===== src/rtl/beta_timer_pkg.sv =====
// Shared register-map and bit-index constants for the Beta interval timer.
package beta_timer_pkg;

  // Word offsets within the register window (addr[4:2])
  localparam logic [2:0] OFF_CTRL     = 3'd0;
  localparam logic [2:0] OFF_PRESCALE = 3'd1;
  localparam logic [2:0] OFF_COMPARE  = 3'd2;
  localparam logic [2:0] OFF_COUNT    = 3'd3;
  localparam logic [2:0] OFF_STATUS   = 3'd4;

  // CTRL bit positions
  localparam int unsigned CTRL_EN     = 0;
  localparam int unsigned CTRL_RELOAD = 1;
  localparam int unsigned CTRL_IE     = 2;
  localparam int unsigned CTRL_W      = 3;

  // STATUS bit positions
  localparam int unsigned STATUS_PEND = 0;

endpackage


===== src/rtl/beta_timer_irq_prescaler.sv =====
// Prescaler: counts 0..limit while enabled and pulses tick on the terminal count.
module beta_timer_prescaler #(
  parameter int unsigned PRESCALE_W = 16
) (
  input  logic                  clk,
  input  logic                  rst,
  input  logic                  en,
  input  logic                  clear,
  input  logic [PRESCALE_W-1:0] limit,
  output logic                  tick
);

  logic [PRESCALE_W-1:0] pcnt;

  assign tick = en && (pcnt == limit);

  // Advance the prescale count, wrapping at limit; held at zero when disabled or cleared
  always_ff @(posedge clk) begin
    if (!rst) begin
      pcnt <= '0;
    end else if (clear || !en || (pcnt == limit)) begin
      pcnt <= '0;
    end else begin
      pcnt <= pcnt + PRESCALE_W'(1);
    end
  end

endmodule


===== src/rtl/beta_timer_irq.sv =====
// Memory-mapped interval timer with level interrupt for the Beta data bus.
module beta_timer_irq #(
  parameter logic [31:0] BASE_ADDR  = 32'hFFFF_0000,
  parameter int unsigned PRESCALE_W = 16
) (
  input  logic        clk,
  input  logic        rst,
  input  logic [31:0] addr,
  input  logic [31:0] wdata,
  input  logic        we,
  input  logic        re,
  output logic [31:0] rdata,
  output logic        sel,
  output logic        irq
);

  import beta_timer_pkg::*;

  logic [CTRL_W-1:0]     ctrl;
  logic [PRESCALE_W-1:0] prescale;
  logic [31:0]           compare;
  logic [31:0]           count;
  logic                  pend;
  logic [2:0]            off;
  logic                  wr;
  logic                  tick;
  logic                  match;
  logic                  pscClear;
  logic                  unusedBits;

  assign sel      = (addr[31:5] == BASE_ADDR[31:5]);
  assign off      = addr[4:2];
  assign wr       = we && sel;
  assign match    = (count == compare);
  assign pscClear = wr && ((off == OFF_CTRL) || (off == OFF_PRESCALE));
  assign irq      = pend && ctrl[CTRL_IE];

  // Byte lane bits and the load strobe carry no meaning inside the timer
  assign unusedBits = ^{addr[1:0], re};

  beta_timer_prescaler #(
    .PRESCALE_W(PRESCALE_W)
  ) uPrescaler (
    .clk  (clk),
    .rst  (rst),
    .en   (ctrl[CTRL_EN]),
    .clear(pscClear),
    .limit(prescale),
    .tick (tick)
  );

  // Register file and counter; the bus write is applied after the tick update so a
  // same-cycle store to CTRL or COUNT takes precedence, while a STATUS clear yields to a match
  always_ff @(posedge clk) begin
    if (!rst) begin
      ctrl     <= '0;
      prescale <= '0;
      compare  <= '0;
      count    <= '0;
      pend     <= 1'b0;
    end else begin
      if (tick) begin
        if (match) begin
          pend  <= 1'b1;
          count <= '0;
          if (!ctrl[CTRL_RELOAD]) begin
            ctrl[CTRL_EN] <= 1'b0;
          end
        end else begin
          count <= count + 32'd1;
        end
      end
      if (wr) begin
        case (off)
          OFF_CTRL:     ctrl     <= wdata[CTRL_W-1:0];
          OFF_PRESCALE: prescale <= wdata[PRESCALE_W-1:0];
          OFF_COMPARE:  compare  <= wdata;
          OFF_COUNT:    count    <= wdata;
          OFF_STATUS: begin
            if (wdata[STATUS_PEND] && !(tick && match)) begin
              pend <= 1'b0;
            end
          end
          default: ;
        endcase
      end
    end
  end

  // Read mux: combinational from register state, zero when not selected
  always_comb begin
    rdata = '0;
    if (sel) begin
      case (off)
        OFF_CTRL:     rdata = {29'd0, ctrl};
        OFF_PRESCALE: rdata = 32'(prescale);
        OFF_COMPARE:  rdata = compare;
        OFF_COUNT:    rdata = count;
        OFF_STATUS:   rdata = {31'd0, pend};
        default:      rdata = '0;
      endcase
    end
  end

endmodule


===== config.mk =====
export PLATFORM = sky130hd
export DESIGN_NAME = beta_timer_irq
export DESIGN_NICKNAME = d
export VERILOG_FILES = /design/src/rtl/beta_timer_pkg.sv /design/src/rtl/beta_timer_irq_prescaler.sv /design/src/rtl/beta_timer_irq.sv
export SDC_FILE = /design/constraint.sdc
export NUM_CORES = 1
export LEC_CHECK = 0
export BUFFER_PORTS_ARGS = -buffer_cell sky130_fd_sc_hd__clkbuf_2
export CORE_MARGIN = 2
export CORE_UTILIZATION = 45
export DETAILED_ROUTE_END_ITERATION = 6
export PLACE_DENSITY = 0.65
export SLEW_MARGIN = 15
export SYNTH_ARGS = -nofsm -noshare
export SYNTH_HDL_FRONTEND = slang
export SYNTH_HIERARCHICAL = 1
export SYNTH_SLANG_ARGS = --single-unit

===== constraint.sdc =====
create_clock -name clk -period 7.8 [get_ports clk]
set_clock_uncertainty 0.15 [all_clocks]
set_input_delay 0.78 -clock clk [delete_from_list [all_inputs] [get_ports clk]]
set_output_delay 0.78 -clock clk [all_outputs]
set_load 0.02 [all_outputs]

=== Yosys cells after proc, flatten, opt, wreduce, memory -nomap -nowiden ===
Index checks and enable logic that the tools add are counted.

* Logic and storage cells: 49
* Output and inout bits: 34
* Bits in registers: 100
* Input bits: 68

* Muxes and demuxes: 16
* Bitwise logic cells: 1
* Equality and inequality tests: 7
* Add/sub/neg operators: 2
* Reduce and logical (&&, ||, !) cells: 16

{| class="wikitable"
|+ Operator list
! operator !! count
|-
| $mux W32 || 5
|-
| $pmux W32 S5 || 1
|-
| $add A32 B1 Y32 const B || 1
|-
| $eq A32 B32 Y1 || 1
|-
| $eq A27 B27 Y1 const B || 1
|-
| $add A16 B1 Y16 const B || 1
|-
| $eq A16 B16 Y1 || 1
|-
| $mux W1 || 10
|-
| $eq A3 B2 Y1 const B || 2
|-
| $logic_and A1 B1 Y1 || 6
|-
| $reduce_and A2 Y1 || 3
|-
| $eq A3 B1 Y1 const B || 1
|-
| $eq A3 B3 Y1 const B || 1
|-
| $logic_not A3 Y1 || 1
|-
| $logic_or A1 B1 Y1 || 3
|-
| $logic_not A1 Y1 || 2
|-
| $reduce_or A2 Y1 || 1
|-
| $not A1 Y1 || 1
|}

=== Logic depth before layout (Yosys ltp) ===
* Depth after elaboration: 8
* Gate-level depth with buffers: 12
* Mapped depth without buffers: 10

=== By module ===
The synthesis kept the hierarchy.

{| class="wikitable"
|+ Modules (own cells, without submodules)
! module !! instances !! cells an instance !! area an instance (um^2) !! seq. area each (um^2)
|-
| beta_timer_irq || 1 || 625 || 5,043.6 || 1,681.6
|-
| beta_timer_prescaler || 1 || 99 || 974.7 || 320.3
|}

=== Worst setup path before layout ===
Ideal clock, no wire load.

* Kind: in2out
* From: input port addr[14]
* To: output port rdata[21]
* Stages on the path: 7
* Path buffers: 2
* Path slack: 4.225 ns
* Arrival: 2.645 ns
* Required time: 6.870 ns
* Path through: or4b_1 nor4_2 and2_1 buf_6 o21ai_1 clkbuf_1 nor2_1

* Longest elaborated chain between the ends: 2

{| class="wikitable"
|+ RTL lines
! item !! RTL line !! RTL
|-
| start: declaration || beta_timer_irq.sv:8 || <nowiki>input logic [31:0] addr,</nowiki>
|-
| $eq A27 B27 Y1 || beta_timer_irq.sv:31 || <nowiki>assign sel = (addr[31:5] == BASE_ADDR[31:5]);</nowiki>
|-
| net sel || beta_timer_irq.sv:13 || <nowiki>output logic sel,</nowiki>
|-
| $mux W32 || beta_timer_irq.sv:93 || <nowiki>if (sel) begin</nowiki>
|-
| end: declaration || beta_timer_irq.sv:12 || <nowiki>output logic [31:0] rdata,</nowiki>
|}

The timed path passes the listed nets, and every way through them passes these cells.

=== Worst setup path after layout ===
* From: input port addr[14]
* To: output port rdata[9]

* Longest elaborated chain between the ends: 2

{| class="wikitable"
|+ RTL lines
! item !! RTL line
|-
| $eq A27 B27 Y1 || beta_timer_irq.sv:31
|-
| $mux W32 || beta_timer_irq.sv:93
|}

Every way passes these cells.

==> results by group <==
Placement
  – Placer congestion estimate: 0.927
  – Port bufs: 98
  – DP HPWL: 11600 µm

Worst setup path
  – CP arrival: 2.89 ns
  – R2r worst-path depth: 11
  – Crit path max-delay family: simple AND/OR/NAND/NOR gates
  – Crit-path max cell delay: 0.60 ns
  – CP Max Fanout: 17
  – Cell count along the critical path: 6
  – CP startpoint kind: primary input
  – Crit path buffers/inverters: 2
  – Slowest CP cell: nand3_1
  – Worst EP required: 6.87 ns
  – Critical-path cell list: clkbuf_2, or4b_1, nor4_2, nand3_1, nor2_1, clkbuf_2
  – Most frequent CP cell: clkbuf_2
  – Worst Setup End Kind: output port
  – Critical path class: primary input to output port

Timing
  – Fin. max-slew vios: 0
  – Worst-Margin Slew: 0.950 ns
  – Total negative slack: 0 ns
  – Final Hold Fails: 0
  – Slew margin rel.: 36.6%
  – Finish-stage setup viols: 0
  – Tmin final: 3.82 ns
  – Fmax: 262 MHz
  – Period utilisation layout: 49.0%
  – RSZ-0062 raised after global routing: false
  – Hold Slack: 0.325 ns

Logic synthesis
  – Synthesized area: 6020 µm²
  – Mapped Cells: 724
  – Ys flop type: dfxtp_1
  – Post-synth EDFFs: 0
  – Synth cell types: 53
  – Syn. warnings: 6
  – Post-synth net total: 794
  – Async SR Flop Fraction: 0%
  – Avg Cell Area, Syn: 8.31 µm²
  – Seq cells post-synth: 100
  – Sequential share of the synthesized area: 33.3%

Finish
  – Area Growth Syn to Fin: 12.4%
  – Final Net Count: 853
  – Fillers: 1283
  – Share of cells above drive strength 1: 20.6%
  – # diodes: 0

Worst hold path
  – Hold WC Path Type: flop to flop
  – Worst hold stages: 2

Die
  – I/O pin cnt: 102
  – Core ar.: 13100 µm²
  – Die width: 120 µm
  – Initial core utilization: 45.8%
  – Num rows: 42
  – Die ar.: 14300 µm²
  – Die Y: 120 µm

Clock tree
  – CTS Sinks: 100
  – Cts hold-fix bufs: 0
  – CTS clk-pin slew, worst paths: 0.06 ns
  – CTS tree: yes
  – Post_cts resized: 0
  – Post-CTS Setup Repair Bufs: 0
  – Worst-Skew Late Latency: 0.36 ns
  – Root buf cell: clkbuf_16
  – Max H-tree Level: 3
  – TritonCTS Buffers: 9
  – CTS max path bufs: 2

Global route
  – Final global-route overflow total: 0
  – Number of antenna violations at the first check in global routing: 0
  – Largest net degree at the start of global routing: 88
  – Global-route wire length before repair: 26700 µm
  – Number of global-route vias before repair: 5241
  – Gr usage total: 23.4%

Routing
  – Routed WL: 16400 µm
  – Vias per inst: 5.68
  – DR iter-0 viols: 401
  – DRC viols: 0
  – Vias: 5475
  – Drt wl/cell: 17.1 µm
  – Final ANT Viol Nets: 0
  – DR pass1 iterations: 5

Outcome
  – Outcome: complete, no violations

Power and ir drop
  – Static leakage: 2.18 nW
  – P per Cell Area: 151 nW/µm²
  – Maximum VDD drop: 0.103 mV

Flow run
  – MaxCap Viol Count: 0
cells in the mapped netlist, types with 3 or more instances:
master / count / share of area (%)
nor4_1: 8 / 0.83
clkbuf_1: 32 / 2.0
nand4_1: 32 / 3.3
buf_4: 5 / 0.62
nand2_1: 135 / 8.4
or4_1: 4 / 0.50
a21boi_0: 8 / 1.0
nor2_1: 41 / 2.6
mux2i_1: 3 / 0.50
xnor2_1: 68 / 9.9
nand3_1: 31 / 2.6
nor3b_1: 3 / 0.37
dfxtp_1: 100 / 33
o31ai_1: 24 / 3.0
or3_1: 8 / 0.83
a21boi_1: 40 / 5.0
buf_2: 6 / 0.50
a21boi_2: 7 / 1.3
and3_1: 8 / 0.83
nor2b_1: 9 / 0.94
a22oi_1: 30 / 3.7
nor3_2: 11 / 1.8
inv_1: 5 / 0.31
nor3_1: 12 / 1.0
and4_1: 3 / 0.44
and2_1: 17 / 1.8
buf_6: 8 / 1.5
xor2_1: 20 / 2.9
mux2_2: 14 / 2.6
final timing paths:
check	from	endpoint	slack, ns
worst max-delay path	addr[14]	rdata[9]	3.98
worst max register to register	uPrescaler/pcnt[10]	count[28]	3.99
worst min-delay path	compare[30]	compare[30]	0.32
worst min register to register	compare[30]	compare[30]	0.32
power by group:
part | switching, mW | total (mW) | internal (mW)
logic | 0.0277 | 0.0476 | 0.0199
registers | 0.000000000465 | 0.510 | 0.510
clock network | 0.199 | 0.463 | 0.264
cells in the final DEF, fill, tap and decap left out, types with 3 or more instances in the layout:
master / netlist / routed
nor4_1: 8 / 8
nand4_1: 32 / 32
xnor2_1: 68 / 68
nor2b_1: 9 / 9
a21boi_1: 40 / 40
a21boi_2: 7 / 7
o31ai_1: 24 / 24
clkbuf_2: 0 / 98
clkbuf_16: 0 / 9
nand2_1: 135 / 135
xor2_1: 20 / 20
nand3_1: 31 / 31
mux2i_1: 3 / 3
and3_1: 8 / 7
clkinv_2: 0 / 4
inv_1: 5 / 5
or3_1: 8 / 8
and2_1: 17 / 17
nor2_1: 41 / 41
a22oi_1: 30 / 30
and4_1: 3 / 3
nor3_1: 12 / 12
or4_1: 4 / 4
a21boi_0: 8 / 8
buf_4: 5 / 5
mux2_2: 14 / 14
nor3_2: 11 / 11
dfxtp_1: 100 / 100
logic make-up after synthesis:
family / after synthesis / synth area share, %
AND/OR/NAND/NOR: 331 / 28.0
AO/OA/AOI/OAI: 123 / 15.8
flip-flops: 100 / 33.3
XOR/XNOR: 89 / 13.1
buffers and inverters: 60 / 5.55
multiplexers: 19 / 3.87
adder cells (fa/ha/maj): 2 / 0.416
through the flow:
step / utilization [%] / worst slack [ns] / std cells / area, µm² / power (mW)
global placement: 49.1 / 3.98 / 948 / 6460 / 0.568
finish: 51.5 / 3.98 / 964 / 6770 / 1.02
floorplan: - / 4.22 / 724 / 6020 / 0.542
global route: 51.5 / 3.72 / 964 / 6770 / 1.05
detailed placement: 49.1 / 3.97 / 948 / 6460 / 0.569
CTS: 51.4 / 3.97 / 964 / 6760 / 1.03
sequential cells by signal, summed over array words and instances, names as in the netlist:
name,cells
ctrl,3
pend,1
uPrescaler/pcnt,16
prescale,16
compare,32
count,32
worst reg2reg max path: cells and delay by family, from the launching register on:
kind,cells,cell delay [ns]
and+or+nand+nor,7,2.23
DFF,1,0.49
buffers and inverters,1,0.31
xor gates and xnor gates,2,0.38
AOI/OAI and AO/OA,1,0.19
layer usage:
metal	global-route usage [%]	up-vias	wire length, µm
met5	0	-	0
li1	-	2653	-
met2	37.5	180	7620
met3	3.33	25	867
met4	8.68	0	318
met1	32.1	2617	7640
area by class of cell:
class | count | area [µm²] | area share (%)
inverters | 5 | 18.8 | 0.277
clock inverters | 5 | 50.0 | 0.740
multi-input cells | 564 | 3690 | 54.6
clock buffers | 11 | 253 | 3.74
flip-flops and latches | 100 | 2000 | 29.6
repair buffers | 103 | 528 | 7.80
well taps | 176 | 220 | 3.25
Note: power is estimated with default switching activity, not from simulation.
